==> config.mk <==
export PLATFORM = sky130hd
export DESIGN_NAME = lap_recorder
export DESIGN_NICKNAME = d
export VERILOG_FILES = /design/src/rtl/lap_recorder_pkg.sv /design/src/rtl/lap_recorder_time_sub.sv /design/src/rtl/lap_recorder.sv
export SDC_FILE = /design/constraint.sdc
export NUM_CORES = 1
export LEC_CHECK = 0
export BUFFER_PORTS_ARGS = -buffer_cell sky130_fd_sc_hd__buf_2
export CAP_MARGIN = 20
export CORE_ASPECT_RATIO = 1.5
export CORE_MARGIN = 1.5
export CORE_UTILIZATION = 35
export DETAILED_ROUTE_END_ITERATION = 12
export SLEW_MARGIN = 25
export SYNTH_ARGS = -nofsm -noshare
export SYNTH_HDL_FRONTEND = slang
export SYNTH_SLANG_ARGS = --single-unit
==> constraint.sdc <==
create_clock -name clock -period 21.2 [get_ports clock]
set_input_delay 2.12 -clock clock [delete_from_list [all_inputs] [get_ports clock]]
set_output_delay 2.12 -clock clock [all_outputs]
set_load 0.005 [all_outputs]
==> src/rtl/lap_recorder_pkg.sv <==
// Shared time-field widths, radix constants and storage entry layout
// for the stopwatch lap recorder.
package lap_recorder_pkg;

    localparam int HOUR_W = 6;
    localparam int MIN_W  = 6;
    localparam int SEC_W  = 6;
    localparam int CS_W   = 7;
    localparam int TIME_W = HOUR_W + MIN_W + SEC_W + CS_W;
    localparam int NUM_W  = 7;

    localparam logic [7:0]       CS_RADIX = 8'd100;
    localparam logic [6:0]       SM_RADIX = 7'd60;
    localparam logic [NUM_W-1:0] LAP_MAX  = 7'd99;

    typedef struct packed {
        logic [HOUR_W-1:0] hour;
        logic [MIN_W-1:0]  minute;
        logic [SEC_W-1:0]  second;
        logic [CS_W-1:0]   csec;
    } time_t;

    typedef struct packed {
        time_t             abs_t;
        time_t             split_t;
        logic [NUM_W-1:0]  num;
    } entry_t;

endpackage

==> src/rtl/lap_recorder_time_sub.sv <==
// Combinational mixed-radix subtractor: diff = a - b over
// centiseconds (base 100), seconds/minutes (base 60), hours (mod 64).
module time_sub
    import lap_recorder_pkg::*;
(
    input  time_t a,
    input  time_t b,
    output time_t diff
);

    logic [7:0] cs_a, cs_b, cs_r;
    logic [6:0] sc_a, sc_b, sc_r;
    logic [6:0] mn_a, mn_b, mn_r;
    logic       cs_borrow, sc_borrow, mn_borrow;

    // Each field borrows from the next when the minuend is smaller,
    // adding its radix back so the field stays in range.
    always_comb begin
        cs_a      = {1'b0, a.csec};
        cs_b      = {1'b0, b.csec};
        cs_borrow = cs_a < cs_b;
        cs_r      = cs_borrow ? (cs_a + CS_RADIX - cs_b) : (cs_a - cs_b);

        sc_a      = {1'b0, a.second};
        sc_b      = {1'b0, b.second} + {6'd0, cs_borrow};
        sc_borrow = sc_a < sc_b;
        sc_r      = sc_borrow ? (sc_a + SM_RADIX - sc_b) : (sc_a - sc_b);

        mn_a      = {1'b0, a.minute};
        mn_b      = {1'b0, b.minute} + {6'd0, sc_borrow};
        mn_borrow = mn_a < mn_b;
        mn_r      = mn_borrow ? (mn_a + SM_RADIX - mn_b) : (mn_a - mn_b);

        diff.csec   = cs_r[CS_W-1:0];
        diff.second = sc_r[SEC_W-1:0];
        diff.minute = mn_r[MIN_W-1:0];
        diff.hour   = a.hour - b.hour - {5'd0, mn_borrow};
    end

endmodule

==> src/rtl/lap_recorder.sv <==
// Lap capture with split computation into a circular buffer of the last
// DEPTH laps, read newest-first through a registered address port.
module lap_recorder
    import lap_recorder_pkg::*;
#(
    parameter int DEPTH  = 8,
    parameter int ADDR_W = 3
) (
    input  logic              clock,
    input  logic              reset,
    input  logic              lap,
    input  logic              clear,
    input  logic              run,
    input  logic [5:0]        hour,
    input  logic [5:0]        minute,
    input  logic [5:0]        second,
    input  logic [6:0]        m_sec,
    input  logic [ADDR_W-1:0] rd_addr,
    output logic              rd_valid,
    output logic [6:0]        rd_num,
    output logic [24:0]       rd_abs,
    output logic [24:0]       rd_split,
    output logic [ADDR_W:0]   lap_count,
    output logic [6:0]        lap_total,
    output logic              lap_stb
);

    localparam logic [ADDR_W:0]   FULL = (ADDR_W + 1)'(DEPTH);
    localparam logic [ADDR_W-1:0] ONE  = ADDR_W'(1);

    logic              lap_q, lap_d, clear_q, clear_d;
    logic [ADDR_W-1:0] wr_ptr_q, wr_ptr_d;
    logic [ADDR_W:0]   count_q, count_d;
    logic [NUM_W-1:0]  total_q, total_d;
    logic              stb_q, stb_d;
    time_t             prev_q, prev_d;
    entry_t            mem_q [DEPTH];
    entry_t            mem_d [DEPTH];
    logic              rd_valid_q, rd_valid_d;
    entry_t            rd_q, rd_d;

    logic              lap_rise, clear_rise, capture;
    time_t             cur_time, split_time;
    logic [ADDR_W-1:0] phys_idx;
    logic [NUM_W-1:0]  next_num;

    assign cur_time = '{hour: hour, minute: minute, second: second, csec: m_sec};

    time_sub u_time_sub (
        .a    (cur_time),
        .b    (prev_q),
        .diff (split_time)
    );

    always_comb begin
        lap_d      = lap;
        clear_d    = clear;
        lap_rise   = lap & ~lap_q;
        clear_rise = clear & ~clear_q;
        capture    = lap_rise & run & ~clear_rise;
        next_num   = (total_q == LAP_MAX) ? LAP_MAX : total_q + 7'd1;

        wr_ptr_d = wr_ptr_q;
        count_d  = count_q;
        total_d  = total_q;
        prev_d   = prev_q;
        stb_d    = capture;
        mem_d    = mem_q;

        if (clear_rise) begin
            wr_ptr_d = '0;
            count_d  = '0;
            total_d  = '0;
            prev_d   = '0;
        end else if (capture) begin
            mem_d[wr_ptr_q] = '{abs_t: cur_time, split_t: split_time, num: next_num};
            wr_ptr_d        = wr_ptr_q + ONE;
            count_d         = (count_q == FULL) ? FULL : count_q + 1'b1;
            total_d         = next_num;
            prev_d          = cur_time;
        end
    end

    // Reads see the buffer as it stood before this cycle's write.
    always_comb begin
        phys_idx   = wr_ptr_q - ONE - rd_addr;
        rd_valid_d = {1'b0, rd_addr} < count_q;
        rd_d       = rd_valid_d ? mem_q[phys_idx] : '0;
    end

    always_ff @(posedge clock) begin
        if (reset) begin
            lap_q      <= 1'b0;
            clear_q    <= 1'b0;
            wr_ptr_q   <= '0;
            count_q    <= '0;
            total_q    <= '0;
            stb_q      <= 1'b0;
            prev_q     <= '0;
            rd_valid_q <= 1'b0;
            rd_q       <= '0;
            for (int i = 0; i < DEPTH; i++) mem_q[i] <= '0;
        end else begin
            lap_q      <= lap_d;
            clear_q    <= clear_d;
            wr_ptr_q   <= wr_ptr_d;
            count_q    <= count_d;
            total_q    <= total_d;
            stb_q      <= stb_d;
            prev_q     <= prev_d;
            rd_valid_q <= rd_valid_d;
            rd_q       <= rd_d;
            for (int i = 0; i < DEPTH; i++) mem_q[i] <= mem_d[i];
        end
    end

    assign rd_valid  = rd_valid_q;
    assign rd_num    = rd_q.num;
    assign rd_abs    = rd_q.abs_t;
    assign rd_split  = rd_q.split_t;
    assign lap_count = count_q;
    assign lap_total = total_q;
    assign lap_stb   = stb_q;

endmodule
==> metrics.csv, run 1 <==
stage,metric,value,unit
setup_path,cp.arrival,10.16,ns
clocking,post-cts-setup-buffer-count,0,
cells_and_area,final_common_cell,nand2_1,
cells_and_area,layout-drive-gt1-share,13.58,%
sta,tightest_slew,1.076,ns
placed_design,pre_cts_ws,11.01,ns
drt,drtAntennaViolNets,0,
clocking,clock_sinks,556,
yosys,syn-num-nets,2924,
power,switchingPower,0.5673,mW
min_path,min_path_cells,2,
floorplanning,die_h,328.7,um
floorplanning,initial_core_util,35.29,%
placed_design,gp_congestion,0.9089,
yosys,yosys_most_used_dff,dfxtp_1,
clocking,cts_tree,done,
sta,period_minus_slack,9.644,ns
sta,skew,0.02105,ns
clocking,cts_root_buf,clkbuf_16,
setup_path,worstReg2RegEnd,mem_q[259],
yosys,ys_ff_latch,556,
grt,grt_pass1_vias,19200,
cells_and_area,layout_common_cells,"nand2_1 (685), dfxtp_1 (556), a21oi_1 (370)",
setup_path,r2r_start,prev_q[3],
sta,period_share,45.49,%
setup_path,critical_path_class,input pin to flop,
yosys,synth-edff-count,0,
run_status,status,"finished, final reports clean",
cells_and_area,final_nets,2858,
min_path,hp-class,flop to flop,
min_path,hold_path_end,mem_q[226],
placed_design,hpwl,46320,um
sta,timing.final.ws_setup,11.56,ns
yosys,yosysSeqAreaShare,44.97,%
drt,drc_errors,0,
setup_path,start_kind,input pin,
sta,max-slew-margin-rel,28.06,%
yosys,yosysUniqueCellTypes,64,
clocking,ctsResizeCount,0,
drt,drt_iter0_drc,1576,
drt,vias,19920,
drt,vias_per_cell,5.386,
power,internal-power,1.707,mW
cells_and_area,nFillCells,6954,
sta,hold_ws,0.4517,ns
grt,grt_use_total,21.14,%
clocking,clk-insertion-delay-late,0.62,ns
min_path,hold_start,mem_q[226],
yosys,syn_area_per_cell,8.795,sq um
yosys,synthArstFlopShare,0,%
power,clkPwrFrac,45.5,%
grt,grt_pass1_wl,117400,um
run,drv_cap,0,
setup_path,crit_path_end_kind,flop,
grt,grt-ovfl-total,0,
power,pwr_density_cell,82.00,nW/um^2
setup_path,timing.critical_path.mode_cell,ha_1,
floorplanning,core_area,70130,sq um
cells_and_area,multi_input_area,12470,sq um
yosys,syn_area,24750,sq um
setup_path,crit_required,21.71,ns
sta,finalSetupTns,0,ns
drt,dr.pass1.iters,5,
sta,rsz0062_at_grt,no,
clocking,cts_buffers,54,
cells_and_area,fin_cells,3698,
floorplanning,dieArea,72350,sq um
power,p_seq_share,46.4,%
sta,hold_violations,0,
clocking,ctsHoldBuffers,0,
floorplanning,num_io_pins,103,
clocking,clk_pin_slew,0.07,ns
floorplanning,fp-row-count,119,
setup_path,worst_path_max_delay_cell,a21oi_2,
power,peakVddDrop,0.05647,mV
clocking,h-tree-depth,2,
power,power.leakage,9.294,nW
setup_path,r2r_cells,30,
setup_path,regToRegSetupSlack,12.88,ns
yosys,yosysWarnings,0,
drt,routedWlPerCell,20.64,um
floorplanning,die_x,220.1,um
sta,setup_viol,0,
placed_design,io_buffers,102,
setup_path,max_stage_delay,0.60,ns
setup_path,crit_fanout,18,
drt,drt-total-wl,76340,um
grt,antenna_found_initial,3,
cells_and_area,area_growth,12.04,%
power,power.share.combinational,8.1,%
sta,slew_violations,0,
yosys,netlist_instances,2814,
placed_design,dp_cells,3598,
cells_and_area,seq_area,11130,sq um
clocking,clockBufferDepth,3,
power,swShare,24.95,%
sta,fmax,103.7,MHz
grt,grt_max_degree,203,
cell type report:
| class | count | share of cell area (%) |
|---|---|---|
| antenna | 1 | 0.009024 |
| clock buffer | 74 | 5.771 |
| clock inverter | 24 | 1.033 |
| inverter | 81 | 1.096 |
| multi-input combinational | 1920 | 44.95 |
| sequential | 556 | 40.14 |
| tap | 907 | 4.092 |
| timing repair buffer | 135 | 2.906 |
metal layers:
| metal | vias up | part of all wire, % | GRT usage (%) | routed length (um) |
|---|---|---|---|---|
| li1 | 9570 | - | - | - |
| met1 | 9674 | 41 | 25.85 | 30970 |
| met2 | 532 | 51 | 37.50 | 38780 |
| met3 | 138 | 5.0 | 2.700 | 3823 |
| met4 | 2 | 3.6 | 7.956 | 2757 |
| met5 | - | 0.0092 | 0 | 7 |
sequential cells by signal, indices dropped and copies added (netlist names):
register	flops
clear_q	1
lap_count	4
lap_q	1
lap_stb	1
lap_total	7
mem_q	456
prev_q	25
rd_abs	25
rd_num	7
rd_split	25
rd_valid	1
wr_ptr_q	3
critical path, delay by kind of cell:
family                     cells  cell delay, ns
buffers and inverters          4            0.62
adders and majority gates     10            3.16
xor gates and xnor gates       2            0.40
and+or+nand+nor                5            1.26
AOI/OAI and AO/OA              9            2.58
cells in the mapped netlist (all sizes together), types with 8 or more instances:
library cell / instances / area, sq um
and3: 13 / 81.33
nor2b: 11 / 68.82
nor3: 23 / 115.1
buf: 61 / 285.3
fa: 14 / 280.3
xor2: 14 / 122.6
a211oi: 126 / 945.9
a21oi: 372 / 1869
nand3b: 34 / 255.2
clkbuf: 196 / 735.7
dfxtp: 556 / 11130
a21o: 8 / 60.06
ha: 63 / 788.3
o31ai: 18 / 135.1
nand4: 16 / 100.1
inv: 81 / 304.0
nand3: 25 / 125.1
mux2i: 8 / 80.08
o21ai: 31 / 155.2
nand2: 685 / 2571
nor2: 199 / 747.0
a311oi: 33 / 289.0
xnor2: 22 / 192.7
nand2b: 11 / 68.82
o211ai: 9 / 67.56
mux4: 114 / 2567
cell families (layout without fill, tap and decap cells):
kind of cell	count (synthesis)	count (layout)	share of synthesized area, %
other	0	1	0
AO/OA/AOI/OAI	640	640	15.76
flip-flops	556	556	44.97
buffers and inverters	338	314	5.354
XOR/XNOR	36	36	1.274
AND/OR/NAND/NOR	1044	1044	17.58
multiplexers	123	123	10.74
adder cells (fa/ha/maj)	77	77	4.317
stage by stage:
step / utilization [%] / instance area, sq um / power (mW)
final: 39.54 / 27730 / 2.274
after global routing: 39.54 / 27730 / 2.345
after CTS: 39.50 / 27700 / 2.294
after detailed placement: 36.81 / 25810 / 1.262
after global placement: 36.76 / 25780 / 1.261
after floorplan: - / 24750 / 1.203
how the worst max path moves through the flow:
stage	from	endpoint	slack, ns	depth (start not counted)
CTS	m_sec[3]	mem_q[259]	11.66	30
global placement	m_sec[3]	mem_q[430]	11.18	30
floorplan	m_sec[5]	mem_q[145]	12.34	32
global route	m_sec[3]	mem_q[259]	10.90	30
finish	m_sec[3]	mem_q[259]	11.56	30
detailed placement	m_sec[3]	mem_q[259]	11.01	30
power by group through the flow:
stage	registers [mW]	logic, mW	clock network, mW
finish	1.06	0.183	1.04
global route	1.06	0.197	1.09
detailed placement	1.08	0.182	0
global placement	1.08	0.182	0
CTS	1.06	0.183	1.06
floorplan	1.08	0.125	0
Power figures use the tool's default switching activity.
==> run 2: changes to the inputs <==
ABC_AREA = 1   (was unset)
clock period = 8.2 ns   (was 21.2 ns; I/O delays follow)
==> run 2 against run 1 <==
Effect of this change:
- the flow now finishes with violations (DRC)
- clock power rose to 2.5 times the previous value
- worst hold slack worse by 0.033 ns
- area after synthesis rose by 0.31%
- utilization shrank 0.17 points
- setup slack worse by 10 ns
- final cell count rose by 17%
- first-iteration DRC count grew 22%
- power rose to 2.7 times the previous value
- critical path depth is 10 higher
- routed wire length increased by 6.7%
- largest cell class unchanged
- highest routed layer unchanged
==> metrics.csv, run 2 <==
stage,metric,value,unit,change
power,peakVddDrop,0.1485,mV,+160%
clocking,clock_sinks,556,,unchanged
clocking,ctsResizeCount,0,,unchanged
floorplanning,core_area,70280,sq um,+0.21%
setup_path,start_kind,input pin,,
sta,setup_viol,0,,unchanged
drt,vias_per_cell,5.200,,-3.5%
placed_design,io_buffers,102,,unchanged
yosys,yosysSeqAreaShare,44.83,%,-0.14 points
sta,period_minus_slack,7.083,ns,
yosys,synth.area.top_cells,"dfxtp_1 (45%), o21ai_0 (15%), a21oi_1 (11%), nor2_1 (6.8%), nand2_1 (5.0%)",,
cells_and_area,final_common_cell,o21ai_0,,
yosys,syn_area,24830,sq um,+0.31%
yosys,ys_top_cells_by_count,"o21ai_0 (722), dfxtp_1 (556), a21oi_1 (524)",,
run_status,status,finished with violations,,
floorplanning,die_x,220.5,um,+0.15%
setup_path,crit_required,8.74,ns,-12.97 ns
grt,grt_pass1_vias,20950,,+9.1%
sta,timing.final.ws_setup,1.117,ns,-10.44 ns
yosys,yosysUniqueCellTypes,26,,-59%
yosys,yosysWarnings,0,,unchanged
clocking,ctsHoldBuffers,0,,unchanged
yosys,synth-edff-count,0,,unchanged
sta,hold_violations,0,,unchanged
drt,dr.pass1.iters,10,,+5
setup_path,worst_path_max_delay_cell,xnor2_1,,
grt,grt_use_total,22.28,%,+1.1 points
grt,grt_pass1_wl,125300,um,+6.7%
yosys,yosys_most_used_dff,dfxtp_1,,
floorplanning,initial_core_util,35.33,%,about the same
sta,skew,0.01799,ns,-0.003059 ns
setup_path,max_stage_delay,0.53,ns,-0.07 ns
cells_and_area,fin_cells,4342,,+17%
yosys,syn-num-nets,3555,,+22%
drt,vias,22580,,+13%
yosys,synth.most_common_cell,o21ai_0,,
clocking,cts_buffers,55,,+1.9%
run,drv_cap,0,,unchanged
yosys,netlist_instances,3445,,+22%
setup_path,critical_path_class,input pin to flop,,
grt,grt_max_degree,236,,+16%
floorplanning,num_io_pins,103,,unchanged
setup_path,critPathBufInv,7,,+3
yosys,synthArstFlopShare,0,%,unchanged
floorplanning,die_h,329.2,um,+0.15%
cells_and_area,final_nets,3504,,+23%
grt,antenna_found_initial,4,,+1
grt,grt-ovfl-total,0,,unchanged
floorplanning,dieArea,72570,sq um,+0.30%
yosys,ys_ff_latch,556,,unchanged
setup_path,timing.critical_path.mode_cell,nand2_1,,
power,power.leakage,11.38,nW,+22%
cells_and_area,layout-drive-gt1-share,7.045,%,-6.5 points
min_path,hp-class,input pin to flop,,
sta,tightest_slew,1.057,ns,-0.01887 ns
cells_and_area,layout_common_cells,"o21ai_0 (722), dfxtp_1 (556), a21oi_1 (524)",,
sta,finalSetupTns,0,ns,unchanged
sta,hold_ws,0.4182,ns,-0.03345 ns
cells_and_area,largest_reg_flops,456,,unchanged
clocking,clockBufferDepth,3,,unchanged
placed_design,gp_congestion,0.9095,,about the same
cells_and_area,antenna_cells,0,,-1
drt,drtAntennaViolNets,0,,unchanged
sta,fmax,141.2,MHz,
placed_design,dp_cells,4244,,+18%
clocking,cts_tree,done,,
drt,drc_errors,11,,+11
drt,drt-total-wl,81450,um,+6.7%
clocking,h-tree-depth,2,,unchanged
drt,drt_iter0_drc,1916,,+22%
cells_and_area,nFillCells,7375,,+6.1%
sta,max-slew-margin-rel,29.54,%,+1.5 points
clocking,post-cts-setup-buffer-count,0,,unchanged
cells_and_area,area_growth,11.45,%,
clocking,clk_pin_slew,0.06,ns,about the same
floorplanning,fp-row-count,119,,unchanged
setup_path,crit_path_end_kind,flop,,
clocking,cts_root_buf,clkbuf_16,,
yosys,synth_area_leader_cell,dfxtp_1,,
yosys,syn_area_per_cell,7.206,sq um,-18%
run_status,violations,DRC,,
sta,period_share,86.38,%,
placed_design,pre_cts_ws,0.5033,ns,-10.51 ns
sta,rsz0062_at_grt,no,,
sta,slew_violations,0,,unchanged
setup_path,crit_family,adder cells,,
clocking,clk-insertion-delay-late,0.63,ns,about the same
yosys,yosysTopAreaCellShare,44.83,%,-0.14 points
setup_path,crit_fanout,9,,-9
setup_path,cp.arrival,7.62,ns,-2.54 ns
placed_design,hpwl,48410,um,+4.5%
power,pwr_density_cell,219.6,nW/um^2,+170%
cells_and_area,top_register,mem_q,,
drt,routedWlPerCell,18.76,um,-9.1%
run 2: area by class of cell:
| cell class | count | area (sq um) | share of cell area, % |
|---|---|---|---|
| Clock buffer | 83 | 1654 | 5.978 |
| Inverter | 337 | 1281 | 4.631 |
| Timing Repair Buffer | 137 | 813.3 | 2.939 |
| Sequential cell | 556 | 11130 | 40.23 |
| Tap cell | 907 | 1135 | 4.102 |
| Clock inverter | 15 | 182.7 | 0.6602 |
| Multi-Input combinational cell | 2307 | 11470 | 41.46 |
run 2: logic make-up (layout without fill, tap and decap cells):
kind of cell,Yosys count,count (layout),share of synthesized area (%)
and+or+nand+nor,932,932,15.00
DFF,556,556,44.83
xor gates and xnor gates,28,28,0.9878
AOI/OAI and AO/OA,1270,1270,25.75
buffers and inverters,582,572,9.122
adders and majority gates,77,77,4.304
run 2: final timing paths:
check | startpoint | endpoint | slack, ns | cells past startpoint
setup / recovery | m_sec[2] | mem_q[258] | 1.12 | 40
hold / removal | clear | clear_q | 0.42 | 3
hold reg to reg | mem_q[15] | mem_q[15] | 0.45 | 2
setup reg to reg | prev_q[3] | mem_q[258] | 1.32 | 40
run 2: power by group:
part	internal [mW]	leakage, nW	switching, mW
registers	2.74	4.49	0.0168
clock network	1.51	0.911	1.12
logic	0.191	5.98	0.500
run 2: metrics by stage:
stage	instance area [sq um]	util, %	power, mW
after floorplan	24830	-	3.262
after global placement	25830	36.76	3.502
after detailed placement	25830	36.76	3.503
after CTS	27670	39.37	6.123
after global routing	27670	39.37	6.307
final	27670	39.37	6.075
run 2: tightest hold or removal path, delay by kind of cell:
family                 cells  cell delay [ns]
buffers and inverters      2             0.12
AND/OR/NAND/NOR            1             0.07
run 2: metal layers:
| metal | part of all wire, % | wire (um) | GRT usage (%) | vias to the layer above |
|---|---|---|---|---|
| met5 | 0.0086 | 7 | 0 | - |
| met4 | 3.6 | 2960 | 8.282 | 2 |
| met3 | 4.2 | 3437 | 2.678 | 138 |
| met2 | 50 | 41030 | 40.01 | 546 |
| met1 | 42 | 34020 | 26.90 | 10670 |
| li1 | - | - | - | 11220 |
